<file path="config.mk">
export PLATFORM = sky130hd
export DESIGN_NAME = alarm_ctrl_flat
export DESIGN_NICKNAME = d
export VERILOG_FILES = /design/src/rtl/alarm_ctrl_if.sv /design/src/rtl/alarm_ctrl.sv /design/src/flat_wrapper.sv
export SDC_FILE = /design/constraint.sdc
export NUM_CORES = 1
export LEC_CHECK = 0
export CORE_MARGIN = 8
export CORE_UTILIZATION = 48
export CTS_CLUSTER_DIAMETER = 120
export DETAILED_ROUTE_END_ITERATION = 16
export GPL_ROUTABILITY_DRIVEN = 0
export PLACE_DENSITY = 0.8
export SETUP_SLACK_MARGIN = 0.5
export SLEW_MARGIN = 25
export SYNTH_ARGS = -nofsm -noshare
export SYNTH_HDL_FRONTEND = slang
export SYNTH_SLANG_ARGS = --single-unit
export TNS_END_PERCENT = 20
</file>
<file path="constraint.sdc">
create_clock -name clk -period 2.3 [get_ports clk]
set_input_delay 0.575 -clock clk [delete_from_list [all_inputs] [get_ports clk]]
set_output_delay 0.575 -clock clk [all_outputs]
set_load 0.05 [all_outputs]
</file>
<file path="src/rtl/alarm_ctrl_if.sv">
// Set-alarm handshake between a host (master) and alarm_ctrl (slave).
// The host offers a new alarm time; the controller signals readiness and rejects out-of-range requests.
interface alarm_ctrl_if;
    logic       set_valid;
    logic [4:0] set_hr;
    logic [5:0] set_min;
    logic       set_ready;
    logic       set_err;

    modport master (
        output set_valid, set_hr, set_min,
        input  set_ready, set_err
    );

    modport slave (
        input  set_valid, set_hr, set_min,
        output set_ready, set_err
    );
endinterface

</file>
<file path="src/rtl/alarm_ctrl.sv">
// Alarm controller beside the time-of-day counter: stores the alarm time, rings on a match,
// and handles snooze, stop and ring timeout.
module alarm_ctrl #(
    parameter int RING_SEC   = 60,
    parameter int SNOOZE_SEC = 300,
    parameter int MAX_SNOOZE = 3,
    parameter int CNT_W      = 16
) (
    input  logic          clk,
    input  logic          rst_n,
    alarm_ctrl_if.slave   set_if,
    input  logic          tick,
    input  logic [4:0]    hr,
    input  logic [5:0]    min,
    input  logic [5:0]    sec,
    input  logic          arm,
    input  logic          snooze,
    input  logic          stop,
    output logic          alarm_on,
    output logic [1:0]    state,
    output logic [4:0]    alm_hr,
    output logic [5:0]    alm_min,
    output logic [1:0]    snooze_cnt
);

    typedef enum logic [1:0] {
        S_IDLE    = 2'd0,
        S_ARMED   = 2'd1,
        S_RINGING = 2'd2,
        S_SNOOZE  = 2'd3
    } state_t;

    // The 2-bit snooze count saturates at 3, so the limit is clamped to what it can represent.
    localparam int               MAX_SN_I    = (MAX_SNOOZE > 3) ? 3 : MAX_SNOOZE;
    localparam logic [1:0]       MAX_SN      = MAX_SN_I[1:0];
    localparam logic [CNT_W-1:0] RING_LAST   = CNT_W'(RING_SEC - 1);
    localparam logic [CNT_W-1:0] SNOOZE_LAST = CNT_W'(SNOOZE_SEC - 1);

    state_t           r_state, w_state_nxt;
    logic [CNT_W-1:0] r_cnt, w_cnt_nxt;
    logic [1:0]       r_snz, w_snz_nxt;
    logic [4:0]       r_alm_hr;
    logic [5:0]       r_alm_min;
    logic             r_set_err;

    logic w_set_ready;
    logic w_set_fire;
    logic w_set_ok;
    logic w_match;

    assign w_set_ready = (r_state == S_IDLE) || (r_state == S_ARMED);
    assign w_set_fire  = set_if.set_valid && w_set_ready;
    assign w_set_ok    = (set_if.set_hr <= 5'd23) && (set_if.set_min <= 6'd59);
    // Compares against the stored alarm, so a same-edge set transfer cannot affect this match.
    assign w_match     = tick && (hr == r_alm_hr) && (min == r_alm_min) && (sec == 6'd0);

    always_comb begin
        // NOTE: every combinational output gets a default first so no path leaves it unassigned (no latch).
        w_state_nxt = r_state;
        w_cnt_nxt   = r_cnt;
        w_snz_nxt   = r_snz;

        if (!arm) begin
            w_state_nxt = S_IDLE;
            w_cnt_nxt   = '0;
            w_snz_nxt   = '0;
        end else begin
            case (r_state)
                S_IDLE: w_state_nxt = S_ARMED;
                S_ARMED: begin
                    if (w_match) begin
                        w_state_nxt = S_RINGING;
                        w_cnt_nxt   = '0;
                        w_snz_nxt   = '0;
                    end
                end
                S_RINGING: begin
                    if (stop) begin
                        w_state_nxt = S_ARMED;
                        w_cnt_nxt   = '0;
                    end else if (snooze) begin
                        w_cnt_nxt = '0;
                        if (r_snz < MAX_SN) begin
                            w_state_nxt = S_SNOOZE;
                            w_snz_nxt   = r_snz + 2'd1;
                        end else begin
                            w_state_nxt = S_ARMED;
                        end
                    end else if (tick) begin
                        if (r_cnt == RING_LAST) begin
                            w_state_nxt = S_ARMED;
                            w_cnt_nxt   = '0;
                        end else begin
                            w_cnt_nxt = r_cnt + CNT_W'(1);
                        end
                    end
                end
                S_SNOOZE: begin
                    if (stop) begin
                        w_state_nxt = S_ARMED;
                        w_cnt_nxt   = '0;
                    end else if (tick) begin
                        if (r_cnt == SNOOZE_LAST) begin
                            w_state_nxt = S_RINGING;
                            w_cnt_nxt   = '0;
                        end else begin
                            w_cnt_nxt = r_cnt + CNT_W'(1);
                        end
                    end
                end
                default: w_state_nxt = S_IDLE;
            endcase
        end
    end

    // NOTE: sequential state uses non-blocking assignments so all registers update from pre-edge values.
    always_ff @(posedge clk or negedge rst_n) begin
        if (!rst_n) begin
            r_state <= S_IDLE;
            r_cnt   <= '0;
            r_snz   <= '0;
        end else begin
            r_state <= w_state_nxt;
            r_cnt   <= w_cnt_nxt;
            r_snz   <= w_snz_nxt;
        end
    end

    always_ff @(posedge clk or negedge rst_n) begin
        if (!rst_n) begin
            r_alm_hr  <= '0;
            r_alm_min <= '0;
            r_set_err <= 1'b0;
        end else begin
            r_set_err <= w_set_fire && !w_set_ok;
            if (w_set_fire && w_set_ok) begin
                r_alm_hr  <= set_if.set_hr;
                r_alm_min <= set_if.set_min;
            end
        end
    end

    assign set_if.set_ready = w_set_ready;
    assign set_if.set_err   = r_set_err;
    assign alarm_on         = (r_state == S_RINGING);
    assign state            = r_state;
    assign alm_hr           = r_alm_hr;
    assign alm_min          = r_alm_min;
    assign snooze_cnt       = r_snz;

endmodule

</file>
<file path="src/flat_wrapper.sv">
// flat-port wrapper written by rule: the top's interface ports become plain ports
module alarm_ctrl_flat 
#(
    parameter int RING_SEC   = 60,
    parameter int SNOOZE_SEC = 300,
    parameter int MAX_SNOOZE = 3,
    parameter int CNT_W      = 16
)
  (clk, rst_n, tick, hr, min, sec, arm, snooze, stop, alarm_on, state, alm_hr, alm_min, snooze_cnt, set_if_set_valid, set_if_set_hr, set_if_set_min, set_if_set_ready, set_if_set_err);
  alarm_ctrl_if set_if_i ();
  input  logic clk;
  input  logic rst_n;
  input  logic tick;
  input  logic [4:0] hr;
  input  logic [5:0] min;
  input  logic [5:0] sec;
  input  logic arm;
  input  logic snooze;
  input  logic stop;
  output logic alarm_on;
  output logic [1:0] state;
  output logic [4:0] alm_hr;
  output logic [5:0] alm_min;
  output logic [1:0] snooze_cnt;
  input wire logic [$bits(set_if_i.set_valid)-1:0] set_if_set_valid;
  input wire logic [$bits(set_if_i.set_hr)-1:0] set_if_set_hr;
  input wire logic [$bits(set_if_i.set_min)-1:0] set_if_set_min;
  output wire logic [$bits(set_if_i.set_ready)-1:0] set_if_set_ready;
  output wire logic [$bits(set_if_i.set_err)-1:0] set_if_set_err;
  assign set_if_i.set_valid = set_if_set_valid;
  assign set_if_i.set_hr = set_if_set_hr;
  assign set_if_i.set_min = set_if_set_min;
  assign set_if_set_ready = set_if_i.set_ready;
  assign set_if_set_err = set_if_i.set_err;
  alarm_ctrl #(.RING_SEC(RING_SEC), .SNOOZE_SEC(SNOOZE_SEC), .MAX_SNOOZE(MAX_SNOOZE), .CNT_W(CNT_W)) u_core (.clk(clk), .rst_n(rst_n), .set_if(set_if_i), .tick(tick), .hr(hr), .min(min), .sec(sec), .arm(arm), .snooze(snooze), .stop(stop), .alarm_on(alarm_on), .state(state), .alm_hr(alm_hr), .alm_min(alm_min), .snooze_cnt(snooze_cnt));
endmodule
</file>
Word-level counts from Yosys, hierarchy flattened
Index checks and enable logic that the tools add are counted.

Bits in read-only memories: 0. Bits in latches: 0. Output and inout bits: 18. Memories: 0. Bits in registers: 32. Bits of input ports: 35. Bits in writable memories: 0.

Eq/ne operators: 17. Div/mod/pow operators: 0. Multiplexer cells: 27. Reduce and logical (&&, ||, !) cells: 14. Shift operators: 0. $add $sub $neg: 2. Magnitude comparators: 3. Multiply operators: 0. Bitwise gates (word level): 0.

Operator list (number): $mux W16 (9); $pmux W16 S3 (1); $mux W2 (15); $add A16 B1 Y16 const B (1); $eq A16 B6 Y1 const B (1); $eq A16 B9 Y1 const B (1); $reduce_and A5 Y1 (2); $pmux W2 S4 (1); $logic_and A1 B1 Y1 (7); $eq A6 B6 Y1 (1); $le A6 B6 Y1 const B (1); $logic_not A6 Y1 (1); $ne A3 B2 Y1 const B (2); $ne A3 B3 Y1 const B (2); $eq A5 B5 Y1 (1); $le A5 B5 Y1 const B (1); $ne A5 B4 Y1 const B (1); $ne A5 B5 Y1 const B (1); $eq A2 B2 Y1 const B (2); $ne A4 B1 Y1 const B (1); $ne A4 B3 Y1 const B (1); $ne A4 B4 Y1 const B (1); $pmux W2 S2 (1); $reduce_and A4 Y1 (1); 7 further kinds (7).

Longest topological paths before layout
Depth after elaboration: 7. Gate-level depth with buffers: 9. Gate-level depth less buffers: 8.

Least setup slack after synthesis
OpenSTA, ideal clock, no wires.

Path kind: register -> register. From: register u_core.r_state[0], in the netlist u_core.state[0]. To: register u_core.r_cnt[15]. Required time: 2172 ps. Slack: -413 ps. Arrival time: 2584 ps. Buffers on the path: 1. Stages on the path, launching flop included: 10. Cell sequence: dfrtp_1 > inv_1 > ha_1 > nor2b_1 > o31ai_1 > o22a_1 > buf_2 > a41oi_1 > o21ai_0 > o31ai_1.

Word-level cells in the longest chain between the ends: 3. Elaborated cells between the ends (all ways): 10.

Ends and longest elaborated chain: from (decl) (RTL line alarm_ctrl.sv:39) `state_t r_state, w_state_nxt;`; from (signal assigned) (RTL line alarm_ctrl.sv:123) `r_state <= w_state_nxt;`; $eq A2 B2 Y1 (*); via alarm_on (RTL line flat_wrapper.sv:20) `output logic alarm_on;`; $ne A5 B5 Y1 (no source line), or another cell as far along; $reduce_and A4 Y1 (no source line) or $mux W16 (tied branches); to (signal assigned) (RTL line alarm_ctrl.sv:124) `r_cnt <= w_cnt_nxt;`; to (decl) (RTL line alarm_ctrl.sv:40) `logic [CNT_W-1:0] r_cnt, w_cnt_nxt;`.

Mark *: on every way through the listed nets, which the timed path passes. The rest lies on a longest branch. A chain may end at the register's enable or synchronous reset.

Worst setup path after layout
From: register u_core.r_alm_hr[1], in the netlist u_core.alm_hr[1]. To: output alm_hr[1].

RTL lines: from (decl) (RTL line alarm_ctrl.sv:42) `logic [4:0] r_alm_hr;`; from (signal assigned) (RTL line alarm_ctrl.sv:137) `r_alm_hr <= set_if.set_hr;`; to (decl) (RTL line flat_wrapper.sv:22) `output logic [4:0] alm_hr;`.

No word-level cell between the ends.

==> impl_metrics.json <==
{
  "initial_core_util": 0.4872,
  "path_buf_inv": 1,
  "netlist_area_um2": 1907,
  "layout-drive-gt1-share": 0.3835,
  "ys_seq_elements": 32,
  "whs_ps": 491.8,
  "synth_fp_nets": 238,
  "fin_ws_ps": 147.9,
  "dpl_cell_area_um2": 2623,
  "clock_latency_ps": 290,
  "overflow": 0,
  "hold_depth": 1,
  "cts-root-buf": "clkbuf_8",
  "cp.required_ps": 1730,
  "cts.reportedPaths.clkPinSlew_ps": 60,
  "cts_tree": "yes",
  "place_inst": 307,
  "fin_util": 0.7855,
  "cp_max_fo": 3,
  "r2r_end": "u_core.state[0]",
  "area_growth_pct": 61.22,
  "first_pass_iters": 4,
  "preCtsSetupSlack_ps": -401.0,
  "yosysUniqueCellTypes": 41,
  "async_reset_ff_frac": 1.000,
  "ir_worst_vdd_mv": 0.5941,
  "placement_rows": 23,
  "ioPinCount": 53,
  "antenna_found_initial": 0,
  "rrSetupSlack_ps": 180,
  "wl_mm": 6.221,
  "yosys.area_share.xor_xnor": 0.05052,
  "first_iter_violations": 99,
  "cp-end-kind": "primary output",
  "die_w_um": 79.03,
  "synth_top_family_by_area": "simple AND/OR/NAND/NOR gates",
  "synth_flop_cell": "dfrtp_1",
  "ant_nets": 0,
  "cts_max_path_buffers": 2,
  "power_mw": 3.219,
  "path_class": "reg2out",
  "fin_skew_ps": 11.37,
  "port_buffers": 52,
  "nNetsFinal": 320,
  "synth-simple-area-share": 0.2159,
  "crit_chain": "clkdlybuf4s50_1",
  "hold_end": "u_core.r_cnt[15]",
  "cpPeakStageDelay_ps": 850,
  "via_per_inst": 5.812,
  "slew_headroom": 0.6492,
  "hpwl_mm": 4.019,
  "syn_avg_cell_area_um2": 9.729,
  "hold_buffers": 0,
  "yosysSeqAreaShare": 0.4199,
  "cp.arrival_ps": 1580,
  "r2r_start": "u_core.r_cnt[7]",
  "synth_edf_count": 0,
  "critPathTopFamily": "buffers and inverters",
  "cts-buffers-inserted": 5,
  "clock-sinks": 32,
  "synthMuxAreaShare": 0.07546,
  "drc_errors": 0,
  "die-area_um2": 6246,
  "grt_first_pass_wirelength_mm": 9.356,
  "grt.total_usage": 0.1911,
  "ys_warn_count": 0,
  "drv_slew": 0,
  "synthAdderAreaFrac": 0.04593,
  "finalInstanceArea_um2": 3074,
  "min-delay-start": "u_core.r_cnt[15]",
  "worst_slew_pin_slew_ps": 524.6,
  "p_leak_nw": 1.299,
  "final_cells": 329,
  "fp.dieH_um": 79.03,
  "outcome": "finished clean",
  "p_per_area_nw_per_um2": 1047,
  "fin_crit_ps": 2152,
  "grt_max_degree": 33,
  "finalSetupViolCount": 0,
  "start_kind": "flop",
  "vias": 1912,
  "fmax_mhz": 464.7,
  "synth_compound_area_frac": 0.1693,
  "fin_crit_sh": 0.9357,
  "wl_per_cell_um": 18.91,
  "hold_path.class": "reg2reg",
  "syn_inst": 196,
  "core-area_um2": 3914,
  "r2r_cells": 5,
  "diodes": 0,
  "rsz0062_at_grt": "true",
  "hold_violations": 0,
  "drv_cap": 0,
  "htree_levels": 2,
  "fillCellCount": 252,
  "grt_pass1_vias": 1825,
  "crit_path_top_delay_cell": "clkdlybuf4s50_1",
  "finalSetupTns_ps": 0
}
[worst register-to-register path, delay by kind of cell (launching register included)]
family	cells	cell delay, ps
compound gates	1	150
simple gates	4	1470
flops	1	440
[cells in the mapped netlist, types with 2 or more instances]
| cell | count | area, µm² |
|---|---|---|
| a41oi_1 | 2 | 17.52 |
| and4_1 | 3 | 26.28 |
| o21ai_0 | 20 | 100.1 |
| nand4_1 | 3 | 18.77 |
| nand2_1 | 17 | 63.81 |
| nor4_1 | 3 | 18.77 |
| or4_1 | 3 | 22.52 |
| nor2b_1 | 6 | 37.54 |
| buf_2 | 2 | 10.01 |
| clkbuf_1 | 5 | 18.77 |
| a31oi_1 | 2 | 12.51 |
| a21oi_1 | 7 | 35.03 |
| mux2_2 | 11 | 123.9 |
| nor3_1 | 2 | 10.01 |
| mux2i_1 | 2 | 20.02 |
| nand3b_1 | 2 | 15.01 |
| inv_1 | 4 | 15.01 |
| o41ai_1 | 2 | 17.52 |
| nand2b_1 | 2 | 12.51 |
| xor2_1 | 11 | 96.34 |
| dfrtp_1 | 32 | 800.8 |
| nand3_1 | 10 | 50.05 |
| o31ai_1 | 11 | 82.58 |
| nor2_1 | 11 | 41.29 |
| ha_1 | 7 | 87.58 |
[flip-flops by register name (all words and copies together) (netlist names)]
signal and flops:
u_core.set_if.set_err 1, u_core.state 2, u_core.alm_min 6, u_core.snooze_cnt 2, u_core.r_cnt 16, u_core.alm_hr 5
[logic make-up after synthesis]
kind of cell             count (synthesis)
AND/OR/NAND/NOR                         71
XOR/XNOR                                11
buffers and inverters                   11
multiplexers                            13
flip-flops                              32
AO/OA/AOI/OAI                           51
adder cells (fa/ha/maj)                  7
[area by class of cell]
class / instances / area (µm²) / share of cell area
multi-input combinational: 153 / 1328 / 0.4318
inverter: 4 / 15.01 / 0.004884
timing repair buffer: 82 / 774.5 / 0.2519
clock buffer: 8 / 90.09 / 0.02930
sequential: 32 / 804.5 / 0.2617
tap: 50 / 62.56 / 0.02035
[placed cells by master, fill, tap and decap left out, drive strengths merged, types with 2 or more instances in the layout]
master / synthesis / routed
nor4: 4 / 4
o21ai: 20 / 20
and2: 2 / 2
clkbuf: 5 / 9
or4: 3 / 3
buf: 2 / 36
mux2: 11 / 11
a31oi: 2 / 2
a41oi: 2 / 2
inv: 4 / 4
a21oi: 7 / 7
ha: 7 / 7
nand2b: 2 / 2
and4: 3 / 3
xor2: 11 / 11
clkdlybuf4s15: 0 / 2
nor2: 11 / 11
nand4: 4 / 4
dfrtp: 32 / 32
nand3b: 2 / 2
nor2b: 6 / 6
clkdlybuf4s50: 0 / 35
dlymetal6s2s: 0 / 4
mux2i: 2 / 2
o41ai: 2 / 2
nand2: 17 / 17
o31ai: 11 / 11
nand3: 10 / 10
dlygate4sd2: 0 / 4
nor3: 2 / 2
[worst max-delay path by stage]
stage                startpoint               end  slack, ps  cells past startpoint
2_1_floorplan            sec[1]   u_core.state[0]        110                      6
3_3_place_gp              hr[0]   u_core.state[0]       -330                      8
3_5_place_dp               tick  u_core.r_cnt[12]       -400                      7
4_1_cts                  sec[4]   u_core.state[0]        160                      8
5_1_grt                   hr[1]   u_core.state[0]        100                      9
6_report       u_core.alm_hr[1]         alm_hr[1]        150                      1
[layer usage]
layer,routed length [µm],GRT usage,part of all wire
met2,3295,0.3164,0.53
met3,237,0.04289,0.038
met5,0,0,0
met4,74,0.07593,0.012
met1,2613,0.2353,0.42
[repair_timing]
item | 4_1_cts | 5_1_grt
setup buffers | 9 | 4
gates resized for setup | 45 | 54
pin swaps | 10 | 10
setup endpoints to repair | 49 | 49
gates cloned | 0 | 1
[report_power, final]
part | internal [mW] | switching, mW
clock network | 0.244 | 0.206
logic | 0.826 | 1.12
registers | 0.688 | 0.137
No activity file was read; power rests on OpenSTA's default activity.
